**config.mk**
```make
export PLATFORM = sky130hd
export DESIGN_NAME = sargantana_icache_fill_arb
export DESIGN_NICKNAME = d
export VERILOG_FILES = /design/src/rtl/sargantana_icache_pkg.sv /design/src/rtl/sargantana_icache_fill_arb.sv
export SDC_FILE = /design/constraint.sdc
export NUM_CORES = 1
export LEC_CHECK = 0
export BUFFER_PORTS_ARGS = -buffer_cell sky130_fd_sc_hd__buf_2
export CAP_MARGIN = 30
export CORE_AREA = 2 2 462 464
export CTS_CLUSTER_SIZE = 10
export DETAILED_ROUTE_END_ITERATION = 8
export DIE_AREA = 0 0 464 466
export PLACE_DENSITY = 0.34
export SETUP_SLACK_MARGIN = 0.5
export SLEW_MARGIN = 0
export SYNTH_ARGS = -nofsm -noshare
export SYNTH_HDL_FRONTEND = slang
export SYNTH_SLANG_ARGS = --single-unit
export TNS_END_PERCENT = 100
```
**constraint.sdc**
```tcl
create_clock -name clk_i -period 2.7 [get_ports clk_i]
set_input_delay 0 -clock clk_i [delete_from_list [all_inputs] [get_ports clk_i]]
set_output_delay 0 -clock clk_i [all_outputs]
set_load 0.01 [all_outputs]
```
**src/rtl/sargantana_icache_pkg.sv**
```systemverilog
// Shared icache types: fill arbiter state encoding, line type and line offset width.
package sargantana_icache_pkg;

  localparam int ICACHE_LINE_WIDTH       = 512;
  localparam int ICACHE_LINE_OFFSET_BITS = $clog2(ICACHE_LINE_WIDTH / 8);

  typedef logic [ICACHE_LINE_WIDTH-1:0] ifill_line_t;

  typedef enum logic [1:0] {
    IDLE     = 2'd0,
    WAIT_DMD = 2'd1,
    WAIT_PF  = 2'd2,
    DRAIN    = 2'd3
  } fill_arb_state_t;

endpackage

```
**src/rtl/sargantana_icache_fill_arb.sv**
```systemverilog
// Single-outstanding iFill arbiter: demand over prefetch, demand-into-prefetch merge, flush drain.
// Optional watchdog enabled by defining ICACHE_FILL_WATCHDOG_EN.
module sargantana_icache_fill_arb
  import sargantana_icache_pkg::*;
#(
  parameter int PADDR_SIZE     = 40,
  parameter int LINE_WIDTH     = 512,
  parameter int TIMEOUT_CYCLES = 1023
) (
  input  logic                  clk_i,
  input  logic                  rstn_i,
  input  logic                  flush_i,
  input  logic                  dmd_req_valid_i,
  output logic                  dmd_req_ready_o,
  input  logic [PADDR_SIZE-1:0] dmd_req_paddr_i,
  input  logic                  pf_req_valid_i,
  output logic                  pf_req_ready_o,
  input  logic [PADDR_SIZE-1:0] pf_req_paddr_i,
  output logic                  dmd_resp_valid_o,
  output logic                  pf_resp_valid_o,
  output logic [LINE_WIDTH-1:0] resp_data_o,
  output logic [PADDR_SIZE-1:0] resp_paddr_o,
  output logic                  ifill_req_valid_o,
  output logic [PADDR_SIZE-1:0] ifill_req_paddr_o,
  input  logic                  ifill_resp_valid_i,
  input  logic                  ifill_resp_ack_i,
  input  logic [LINE_WIDTH-1:0] ifill_resp_data_i,
  output logic                  fill_timeout_o
);

  localparam int OFFSET_BITS = $clog2(LINE_WIDTH / 8);

  fill_arb_state_t       state_reg, state_next;
  logic [PADDR_SIZE-1:0] addr_reg, addr_next;
  logic                  dmd_resp_reg, pf_resp_reg;
  logic [LINE_WIDTH-1:0] resp_data_reg;
  logic [PADDR_SIZE-1:0] resp_paddr_reg;

  logic [PADDR_SIZE-1:0] dmd_aligned, pf_aligned;
  logic                  resp_ack, addr_hit, merge;
  logic                  dmd_fire, pf_fire, accept;

  assign dmd_aligned = {dmd_req_paddr_i[PADDR_SIZE-1:OFFSET_BITS], {OFFSET_BITS{1'b0}}};
  assign pf_aligned  = {pf_req_paddr_i[PADDR_SIZE-1:OFFSET_BITS], {OFFSET_BITS{1'b0}}};
  assign resp_ack    = ifill_resp_valid_i & ifill_resp_ack_i;
  assign addr_hit    = (dmd_aligned == addr_reg);
  assign merge       = (state_reg == WAIT_PF) & dmd_req_valid_i & addr_hit;

  always_comb begin
    state_next      = state_reg;
    addr_next       = addr_reg;
    dmd_req_ready_o = 1'b0;
    pf_req_ready_o  = 1'b0;
    dmd_fire        = 1'b0;
    pf_fire         = 1'b0;
    accept          = 1'b0;
    case (state_reg)
      IDLE: begin
        dmd_req_ready_o = 1'b1;
        pf_req_ready_o  = ~dmd_req_valid_i;
        if (dmd_req_valid_i) begin
          state_next = WAIT_DMD;
          addr_next  = dmd_aligned;
          accept     = 1'b1;
        end else if (pf_req_valid_i) begin
          state_next = WAIT_PF;
          addr_next  = pf_aligned;
          accept     = 1'b1;
        end
      end
      WAIT_DMD: begin
        if (resp_ack) begin
          state_next = IDLE;
          dmd_fire   = ~flush_i;
        end else if (flush_i) begin
          state_next = DRAIN;
        end
      end
      WAIT_PF: begin
        // A merged demand reuses the in-flight upstream request for the same line.
        dmd_req_ready_o = addr_hit;
        accept          = merge;
        if (resp_ack) begin
          state_next = IDLE;
          dmd_fire   = ~flush_i & merge;
          pf_fire    = ~flush_i & ~merge;
        end else if (flush_i) begin
          state_next = DRAIN;
        end else if (merge) begin
          state_next = WAIT_DMD;
        end
      end
      DRAIN: begin
        if (resp_ack) state_next = IDLE;
      end
      default: state_next = IDLE;
    endcase
  end

  always_ff @(posedge clk_i or negedge rstn_i) begin
    if (!rstn_i) begin
      state_reg      <= IDLE;
      addr_reg       <= '0;
      dmd_resp_reg   <= 1'b0;
      pf_resp_reg    <= 1'b0;
      resp_data_reg  <= '0;
      resp_paddr_reg <= '0;
    end else begin
      state_reg    <= state_next;
      addr_reg     <= addr_next;
      dmd_resp_reg <= dmd_fire;
      pf_resp_reg  <= pf_fire;
      if (dmd_fire | pf_fire) begin
        resp_data_reg  <= ifill_resp_data_i;
        resp_paddr_reg <= addr_reg;
      end
    end
  end

  assign ifill_req_valid_o = (state_reg != IDLE);
  assign ifill_req_paddr_o = addr_reg;
  assign dmd_resp_valid_o  = dmd_resp_reg;
  assign pf_resp_valid_o   = pf_resp_reg;
  assign resp_data_o       = resp_data_reg;
  assign resp_paddr_o      = resp_paddr_reg;

  // Offset bits never matter once addresses are line-aligned.
  logic unused_offset;
  assign unused_offset = ^{dmd_req_paddr_i[OFFSET_BITS-1:0], pf_req_paddr_i[OFFSET_BITS-1:0]};

`ifdef ICACHE_FILL_WATCHDOG_EN
  localparam int WD_W = $clog2(TIMEOUT_CYCLES + 1);
  localparam logic [WD_W-1:0] WD_MAX = WD_W'(TIMEOUT_CYCLES);

  logic [WD_W-1:0] wd_cnt_reg;
  logic            timeout_reg;

  always_ff @(posedge clk_i or negedge rstn_i) begin
    if (!rstn_i) begin
      wd_cnt_reg  <= '0;
      timeout_reg <= 1'b0;
    end else if (accept) begin
      wd_cnt_reg <= '0;
    end else if (state_reg != IDLE && wd_cnt_reg != WD_MAX) begin
      wd_cnt_reg <= wd_cnt_reg + 1'b1;
      if (wd_cnt_reg == WD_MAX - 1'b1) timeout_reg <= 1'b1;
    end
  end

  assign fill_timeout_o = timeout_reg;
`else
  logic unused_wd;
  assign unused_wd      = accept ^ (TIMEOUT_CYCLES != 0);
  assign fill_timeout_o = 1'b0;
`endif

endmodule
```
==> results of run 1 <==
## cells in the mapped netlist (all sizes together) (2+ instances only)
master,number,area share
a21oi,2,0.00039
a41o,2,0.00079
buf,75,0.052
clkbuf,10,0.0015
dfrtp,584,0.58
ha,4,0.0020
inv,5,0.00074
mux2,547,0.32
mux2i,35,0.014
nand2,37,0.0055
nand4,9,0.0022
nor2,3,0.00044
nor3,2,0.00039
o21ai,36,0.0071
xnor2,34,0.012
## tightest hold or removal path, delay by kind of cell
kind,cells,cell delay (ns)
multiplexers,1,0.12
buffers and inverters,2,0.61
## power groups by stage
stage          Clock [mW]  Combinational (mW)  Sequential, mW
6_report             11.0                21.6            16.1
4_1_cts              11.5                21.8            16.1
5_1_grt              11.8                23.1            16.6
3_3_place_gp            0                20.4            16.1
2_1_floorplan           0                8.47            17.7
3_5_place_dp            0                20.3            16.1
## final cells by class
cell class              instances  area [sq um]
diodes                         19          47.5
repair buffers               2122         15900
inverters                       5          18.8
fillers                     22700        165000
multi-input cells             732          9510
flip-flops and latches        584         14600
clock inverters                20           342
well taps                    2821          3530
clock buffers                 115          2310
## metrics by stage
step | worst slack, ns | instance area [sq um] | cells
floorplan | 0.447 | 25400 | 1406
global placement | -0.470 | 34800 | 5449
detailed placement | -0.490 | 34800 | 5449
CTS | -0.193 | 45700 | 6379
global route | -0.234 | 46300 | 6410
finish | -0.162 | 46300 | 6418
## layout by cell type (no fill, tap or decap), types with 4 or more instances in the layout
cell type      count
buf_12            25
buf_16            17
buf_2           1170
buf_4            102
buf_6             11
buf_8              8
bufinv_16          7
clkbuf_1          18
clkbuf_16         91
clkbuf_8          16
clkinv_2           5
conb_1            13
dfrtp_1          583
diode_2           19
dlygate4sd3_1    778
ha_1               4
inv_1              5
mux2_4           546
mux2i_1           35
nand2_1           37
nand4_1            9
o21ai_0           29
o21ai_1            6
xnor2_1           30
xnor2_2            4
## metal layers
metal | up-vias | GRT usage | part of all wire
met3 | 220 | 0.0624 | 0.11
met5 | - | 0 | 0.00091
met2 | 934 | 0.201 | 0.46
li1 | 9181 | - | -
met1 | 9839 | 0.137 | 0.39
met4 | 22 | 0.0472 | 0.036
## timing repair
| action | in CTS | in global routing |
|---|---|---|
| hold endpoints to repair | 927 | 0 |
| gates cloned | 3 | 12 |
| gates resized for setup | 36 | 37 |
| buffers inserted | 13 | 8 |
| endpoints found under the setup margin | 551 | 553 |
| pin swaps | 4 | 1 |
| hold buffers | 779 | 0 |
## path summary, 6_finish.rpt
kind / endpoint / slack, ns / depth (start not counted)
setup / recovery: resp_data_o[183] / -0.16 / 10
hold / removal: resp_data_o[108] / 0.08 / 3
setup reg to reg: resp_data_o[183] / -0.16 / 10
hold reg to reg: resp_data_o[127] / 0.50 / 1
max in group asynchronous: resp_data_o[87] / 1.37 / 4
min in group asynchronous: resp_data_o[472] / 0.53 / 3
## logic make-up after synthesis
logic type	count (synthesis)	share of synthesized area
other	1	0.000148
multiplexers	582	0.337
AND/OR/NAND/NOR	54	0.00962
XOR/XNOR	34	0.0117
flip-flops	584	0.576
AO/OA/AOI/OAI	45	0.00977
adder cells (fa/ha/maj)	4	0.00197
buffers and inverters	90	0.0538
==> impl_metrics.toml, run 1 <==
[sta]
max-slew-margin-rel = 0.463
whs_ns = 0.0826
min_period_ns = 2.86
fin_crit_sh = 1.06
layout_setup_ws_ns = -0.162
setup_viol = 493
drv_slew = 0
finalSetupTns_ns = -45.11
worstMarginPinSlew_ns = 0.805
rsz0062_at_grt = "yes"
skew_ns = 0.0327
finalHoldViolations = 0
fmax_mhz = 349

[power_and_ir_drop]
pwr-share-clk = 0.226
power_frac_comb = 0.444
switching_share = 0.357
sequentialPowerShare = 0.330
power_density_nw_per_um2 = 1050
total_power_mw = 48.7
vdd_drop_max_uv = 540
switching_power_mw = 17.4
p_int_mw = 31.3
power_leakage_nw = 23.3

[layout]
drive_gt1_frac = 0.563
utilization = 0.219
syn2layout_area_growth_pct = 82.5
largest_reg_flops = 512
final_nets = 4127

[clocking]
h-tree-depth = 3
clkTransAtPathRegs_ns = 0.06
worstSkewPairLatency_ns = 0.69
clockBufferDepth = 3
tritoncts = "yes"
ctsRootBufferMaster = "clkbuf_16"
cts_made_buffers = 79
clock_sinks = 584

[floorplanning]
coreArea_sq_um = 211000
pin_count = 1197
rows = 169
start_util = 0.120
dieArea_sq_um = 216000
die_h_microns = 466
chipWidth_microns = 464

[min_path]
hold_path_startpoint = "ifill_resp_data_i[108]"
hp-class = "in2reg"

[synth]
synth-edff-count = 0
yosysWarnings = 0
synth_ff_type = "dfrtp_1"
avgSynthCellArea_sq_um = 18.2
ys_async_sr_fraction = 1.00
ys_seq_area_frac = 0.576
ys_ff_latch = 584
ys_types = 30
netlist_instances = 1394
syn_area_sq_um = 25400

[grt]
track_usage = 0.123
grt-ovfl-total = 0
grt_pass1_wl_mm = 185
antenna_found_initial = 58
grt_pass1_vias = 22100
grt_max_degree = 58

[routing]
vias = 20200
drt_first_iter_violations = 582
routed_wl_mm = 140
drtPass1Iterations = 4
vias_per_cell = 3.15
wl_per_cell_microns = 21.9
ant_nets = 0
drc = 0

[critical_path]
crit_buf_inv = 4
critical_path.top_delay_family = "buffers and inverters"
cp_cell_sequence = "xnor2_2 > nand4_1 > nor4_4 > buf_4 > a41o_1 > a211o_4 > buf_4 > buf_16 > buf_16 > mux2_4"
regToRegStartpoint = "ifill_req_paddr_o[6]"
cp_slowest_cell = "dfrtp_1"
critical_path_required_ns = 3.25
worstSetupStartpoint = "ifill_req_paddr_o[6]"
slowest_delay_ns = 0.40
cp.arrival_ns = 3.41
critPathLaunchType = "register"
critPathKind = "reg2reg"
end_kind = "register"
crit_fanout = 18

[placed_design]
gp_congestion = 0.824
port_buffers = 1171
hpwl_mm = 110

[run]
drv_cap = 0

[run_status]
status = "finished with violations"
violations = "setup timing"
No activity file was read; power rests on OpenSTA's default activity.
==> run 2: changes to the inputs <==
--- a/config.mk
+++ b/config.mk
@@ -7,12 +7,13 @@
 export LEC_CHECK = 0
 export BUFFER_PORTS_ARGS = -buffer_cell sky130_fd_sc_hd__buf_2
 export CAP_MARGIN = 30
-export CORE_AREA = 2 2 462 464
+export CORE_AREA = 8 8 454 456
 export CTS_CLUSTER_SIZE = 10
 export DETAILED_ROUTE_END_ITERATION = 8
-export DIE_AREA = 0 0 464 466
-export PLACE_DENSITY = 0.34
+export DIE_AREA = 0 0 462 464
+export PLACE_DENSITY = 0.35
 export SETUP_SLACK_MARGIN = 0.5
+export SKIP_CTS_REPAIR_TIMING = 1
 export SLEW_MARGIN = 0
 export SYNTH_ARGS = -nofsm -noshare
 export SYNTH_HDL_FRONTEND = slang
==> run 2 against run 1 <==
  * The flow still finishes with violations (setup timing)
  * Via count shrank 3.6%
  * Maximum frequency rose by 3.1%
  * Count of clock-buffer cells in the layout rose by 8
  * Flip-flop and latch count unchanged
  * Global-route usage is 1.0 points lower
  * Sequential power is essentially flat
  * Cell area fell by 4.9%
  * Clock skew increased by 0.0085 ns
  * Power decreased by 2.1%
  * Sequential share of layout area is 1.6 points higher
  * Critical endpoint is now resp_data_o[322]
  * Largest cell class is now registers
==> impl_metrics.toml, run 2 (synthesis gave the netlist of run 1 again) <==
[critical_path]
critPathLaunchType = "register"
cp_cell_sequence = "xnor2_2 > nand4_1 > nor4_4 > buf_4 > a41o_1 > a211o_4 > buf_12 > buf_12 > buf_12 > mux2_4"
crit_buf_inv = 4
critical_path.top_delay_family = "buffers and inverters"
r2r_cells = 10
end_kind = "register"
crit_fanout = 13
worstSetupStartpoint = "ifill_req_paddr_o[33]"
regToRegStartpoint = "ifill_req_paddr_o[33]"
critPathKind = "reg2reg"
slowest_delay_ns = 0.40
cp_slowest_cell = "dfrtp_1"
cp.arrival_ns = 3.34
timing.critical_path.mode_cell = "buf_12"
cp.depth = 10
critical_path_required_ns = 3.26
r2r_slack_ns = -0.08

[routing]
wl_per_cell_microns = 21.7
drc = 0
routed_wl_mm = 132
drt_first_iter_violations = 734
vias_per_cell = 3.19
ant_nets = 0
drtPass1Iterations = 6
vias = 19500

[clocking]
clkTransAtPathRegs_ns = 0.06
cts_made_buffers = 81
clock_sinks = 584
clockBufferDepth = 3
h-tree-depth = 3
worstSkewPairLatency_ns = 0.70
ctsRootBufferMaster = "clkbuf_16"
tritoncts = "yes"

[layout]
syn2layout_area_growth_pct = 73.6
final_area_sq_um = 44000
drive_gt1_frac = 0.588
fin_cells = 6102
utilization = 0.222
largest_reg_flops = 512
final_cell_mix = "buf_2 (1170), dlygate4sd3_1 (610), dfrtp_1 (584), mux2_4 (540), buf_4 (128)"
final_nets = 3963
final_common_cell = "buf_2"

[grt]
track_usage = 0.113
grt_pass1_vias = 19100
grt_max_degree = 63
grt_pass1_wl_mm = 170
antenna_found_initial = 53
grt-ovfl-total = 0

[sta]
max-slew-margin-rel = 0.413
layout_setup_ws_ns = -0.0758
fin_crit_sh = 1.03
min_period_ns = 2.78
worstMarginPinSlew_ns = 0.877
fmax_mhz = 360
finalHoldViolations = 0
setup_viol = 284
skew_ns = 0.0412
drv_slew = 0
rsz0062_at_grt = "yes"

[min_path]
hp-class = "in2reg"
hold_path_startpoint = "ifill_resp_data_i[482]"
min_path_cells = 3

[placed_design]
port_buffers = 1171
hpwl_mm = 106
dpl_cell_area_sq_um = 34900
gp_congestion = 0.817
post-place-cells = 5304

[floorplanning]
die_h_microns = 464
start_util = 0.128
coreArea_sq_um = 199000
chipWidth_microns = 462
dieArea_sq_um = 214000
rows = 164
pin_count = 1197

[power_and_ir_drop]
vdd_drop_max_uv = 524
power_leakage_nw = 22.4
total_power_mw = 47.6
power_density_nw_per_um2 = 1080

[run_status]
status = "finished with violations"
violations = "setup timing"

[run]
drv_cap = 0
run 2: power breakdown:
part	switching (mW)	total [mW]	leakage [nW]	internal (mW)
clock network	4.51	11.0	1.30	6.45
registers	2.90	16.1	7.02	13.2
logic	9.51	20.6	14.1	11.1
total	16.9	47.6	22.4	30.7
run 2: final timing paths:
path / endpoint
worst max-delay path: resp_data_o[322]
worst max register to register: resp_data_o[322]
worst min-delay path: resp_data_o[482]
min in group asynchronous: resp_data_o[94]
max in group asynchronous: resp_data_o[14]
worst min register to register: resp_data_o[482]
run 2: per-layer routing:
layer | part of all wire | wire length (microns) | track usage | vias to the layer above
met2 | 0.46 | 60900 | 0.181 | 944
met4 | 0.028 | 3760 | 0.0389 | 16
met1 | 0.39 | 51800 | 0.127 | 9464
li1 | - | - | - | 8854
met3 | 0.12 | 15700 | 0.0635 | 199
met5 | 0.00084 | 111 | 0 | -
run 2: area by class of cell:
class	instances	area [sq um]
fill	21400	155000
sequential	584	14600
timing repair buffer	1956	13900
multi-input combinational	732	9480
tap	2656	3320
clock buffer	123	2350
clock inverter	22	320
antenna	24	60.1
inverter	5	18.8
run 2: worst register-to-register path, cell delays in order (launching register included):
cell     delay [ns]
dfrtp_1        0.40
xnor2_2        0.26
nand4_1        0.20
nor4_4         0.33
buf_4          0.19
a41o_1         0.20
a211o_4        0.17
buf_12         0.17
buf_12         0.25
buf_12         0.18
mux2_4         0.31
run 2: per-stage QoR:
stage          TNS, ns  hold WS [ns]  setup slack, ns
2_1_floorplan        0        -0.296            0.447
3_3_place_gp   -181.94         0.129           -0.409
3_5_place_dp   -173.62         0.133           -0.399
4_1_cts        -167.71        -0.658           -0.390
5_1_grt         -49.03      -0.00221           -0.163
6_report         -7.98        0.0598          -0.0758
==> run 3: changes to the inputs <==
--- a/config.mk
+++ b/config.mk
@@ -14,7 +14,7 @@
 export PLACE_DENSITY = 0.35
 export SETUP_SLACK_MARGIN = 0.5
 export SKIP_CTS_REPAIR_TIMING = 1
-export SLEW_MARGIN = 0
+export SKIP_LAST_GASP = 1
 export SYNTH_ARGS = -nofsm -noshare
 export SYNTH_HDL_FRONTEND = slang
 export SYNTH_SLANG_ARGS = --single-unit
==> constraint.sdc (replaced) <==
create_clock -name clk_i -period 2.7 [get_ports clk_i]
set_input_delay 0.54 -clock clk_i [delete_from_list [all_inputs] [get_ports clk_i]]
set_output_delay 0.54 -clock clk_i [all_outputs]
set_load 0.01 [all_outputs]
==> run 3 against run 2 <==
  * The flow still finishes with violations (setup timing)
  * First-iteration DRC count decreased by 4.4%
  * Via count decreased by 10%
  * Power decreased by 0.48%
  * Flip-flop and latch count unchanged
  * Utilization decreased by 2.1 points
  * Non-clock buffer count decreased by 552
  * Setup slack got worse by 0.18 ns
  * Global-route usage increased by 0.44 points
  * Cell area decreased by 9.7%
  * Sequential power about the same
  * Clock skew decreased by 0.0098 ns
  * Critical endpoint is now resp_data_o[321]
  * Largest cell class unchanged
  * Largest power group unchanged
==> impl_metrics.toml, run 3 (synthesis gave the netlist of run 1 again) <==
[floorplanning]
start_util = 0.128
chipWidth_microns = 462
rows = 164
die_h_microns = 464
pin_count = 1197
coreArea_sq_um = 199000
dieArea_sq_um = 214000

[critical_path]
cp_cell_sequence = "xnor2_2 > nand4_1 > nor4_4 > buf_4 > buf_4 > a41o_1 > a211o_4 > buf_4 > buf_6 > buf_6 > buf_12 > buf_12 > clkbuf_16 > mux2_4"
end_kind = "register"
cp.arrival_ns = 3.52
crit_buf_inv = 8
r2r_slack_ns = -0.25
critPathLaunchType = "register"
critPathKind = "reg2reg"
timing.critical_path.mode_cell = "buf_4"
cp_slowest_cell = "dfrtp_1"
r2r_cells = 14
crit_fanout = 7
regToRegStartpoint = "ifill_req_paddr_o[33]"
critical_path_required_ns = 3.27
reg2reg_to = "resp_data_o[321]"
critical_path.top_delay_family = "buffers and inverters"
slowest_delay_ns = 0.40

[min_path]
hp-class = "in2reg"
hold_path_startpoint = "ifill_resp_data_i[453]"
hold_end = "resp_data_o[453]"
min_path_cells = 2

[placed_design]
port_buffers = 1171
pre_cts_slack_ns = -0.535
dpl_cell_area_sq_um = 34700
hpwl_mm = 111
gp_congestion = 0.815
post-place-cells = 5278

[routing]
vias_per_cell = 3.16
drt_first_iter_violations = 702
drc = 0
ant_nets = 0
vias = 17500
routed_wl_mm = 141
drtPass1Iterations = 4
wl_per_cell_microns = 25.3

[sta]
skew_ns = 0.0314
drv_slew = 0
finalSetupTns_ns = -83.51
min_period_ns = 2.95
worstMarginPinSlew_ns = 0.829
max-slew-margin-rel = 0.448
finalHoldViolations = 0
fmax_mhz = 338
whs_ns = 0.0806
fin_crit_sh = 1.09
layout_setup_ws_ns = -0.254
rsz0062_at_grt = "yes"
setup_viol = 547

[power_and_ir_drop]
power_density_nw_per_um2 = 1190
power_leakage_nw = 20.8
vdd_drop_max_uv = 477

[clocking]
h-tree-depth = 3
tritoncts = "yes"
ctsRootBufferMaster = "clkbuf_16"
cts_made_buffers = 78
clockBufferDepth = 3
clock_sinks = 584
worstSkewPairLatency_ns = 0.68
clkTransAtPathRegs_ns = 0.06

[layout]
drive_gt1_frac = 0.726
syn2layout_area_growth_pct = 56.8
final_area_sq_um = 39800
fin_cells = 5550
final_nets = 3408
final_common_cell = "buf_2"
final_cell_mix = "buf_2 (1168), dfrtp_1 (584), mux2_4 (546), clkbuf_16 (124), buf_4 (73)"
largest_reg_flops = 512

[run_status]
status = "finished with violations"
violations = "setup timing"

[grt]
grt_pass1_wl_mm = 174
grt_max_degree = 83
antenna_found_initial = 85
grt_pass1_vias = 18700
grt-ovfl-total = 0
track_usage = 0.118

[run]
drv_cap = 0
==> run 3: worst max path at each step <==
stage | start | endpoint | slack, ns | depth (start not counted)
2_1_floorplan | dmd_req_paddr_i[13] | resp_data_o[0] | 0.38 | 9
3_3_place_gp | dmd_req_paddr_i[33] | resp_data_o[375] | -0.52 | 11
4_1_cts | ifill_req_paddr_o[33] | dmd_req_ready_o | -0.75 | 7
5_1_grt | ifill_req_paddr_o[34] | dmd_req_ready_o | -0.48 | 8
3_5_place_dp | dmd_req_paddr_i[33] | resp_data_o[383] | -0.53 | 11
6_report | ifill_req_paddr_o[33] | resp_data_o[321] | -0.25 | 14
==> run 3: per-stage QoR <==
step	utilization	power, mW
after global placement	0.174	36.5
final	0.200	47.4
after global routing	0.200	50.5
after detailed placement	0.174	36.4
after floorplan	-	26.2
after CTS	0.187	47.2
==> run 3: final cells by class <==
type | count | area [sq um]
repair buffers | 1404 | 9700
well taps | 2656 | 3320
flip-flops and latches | 584 | 14600
multi-input cells | 732 | 9560
fillers | 21700 | 159000
inverters | 5 | 18.8
clock buffers | 115 | 2250
diodes | 37 | 92.6
clock inverters | 17 | 193
==> run 3: power by group <==
part / internal (mW) / switching [mW]
Combinational: 11.3 / 10.0
Sequential: 13.2 / 2.72
Clock: 5.88 / 4.34
Total: 30.3 / 17.1
==> run 3: worst reg2reg max path, cell delays in order (launching register included) <==
cell and delay [ns]:
dfrtp_1 0.40, xnor2_2 0.28, nand4_1 0.24, nor4_4 0.21, buf_4 0.17, buf_4 0.10, a41o_1 0.20, a211o_4 0.21
buf_4 0.13, buf_6 0.08, buf_6 0.09, buf_12 0.15, buf_12 0.14, clkbuf_16 0.17, mux2_4 0.31
==> run 3: layer usage <==
layer,share of wire,track usage
met1,0.36,0.122
met2,0.47,0.195
met3,0.14,0.0738
met4,0.025,0.0391
met5,0.0018,0
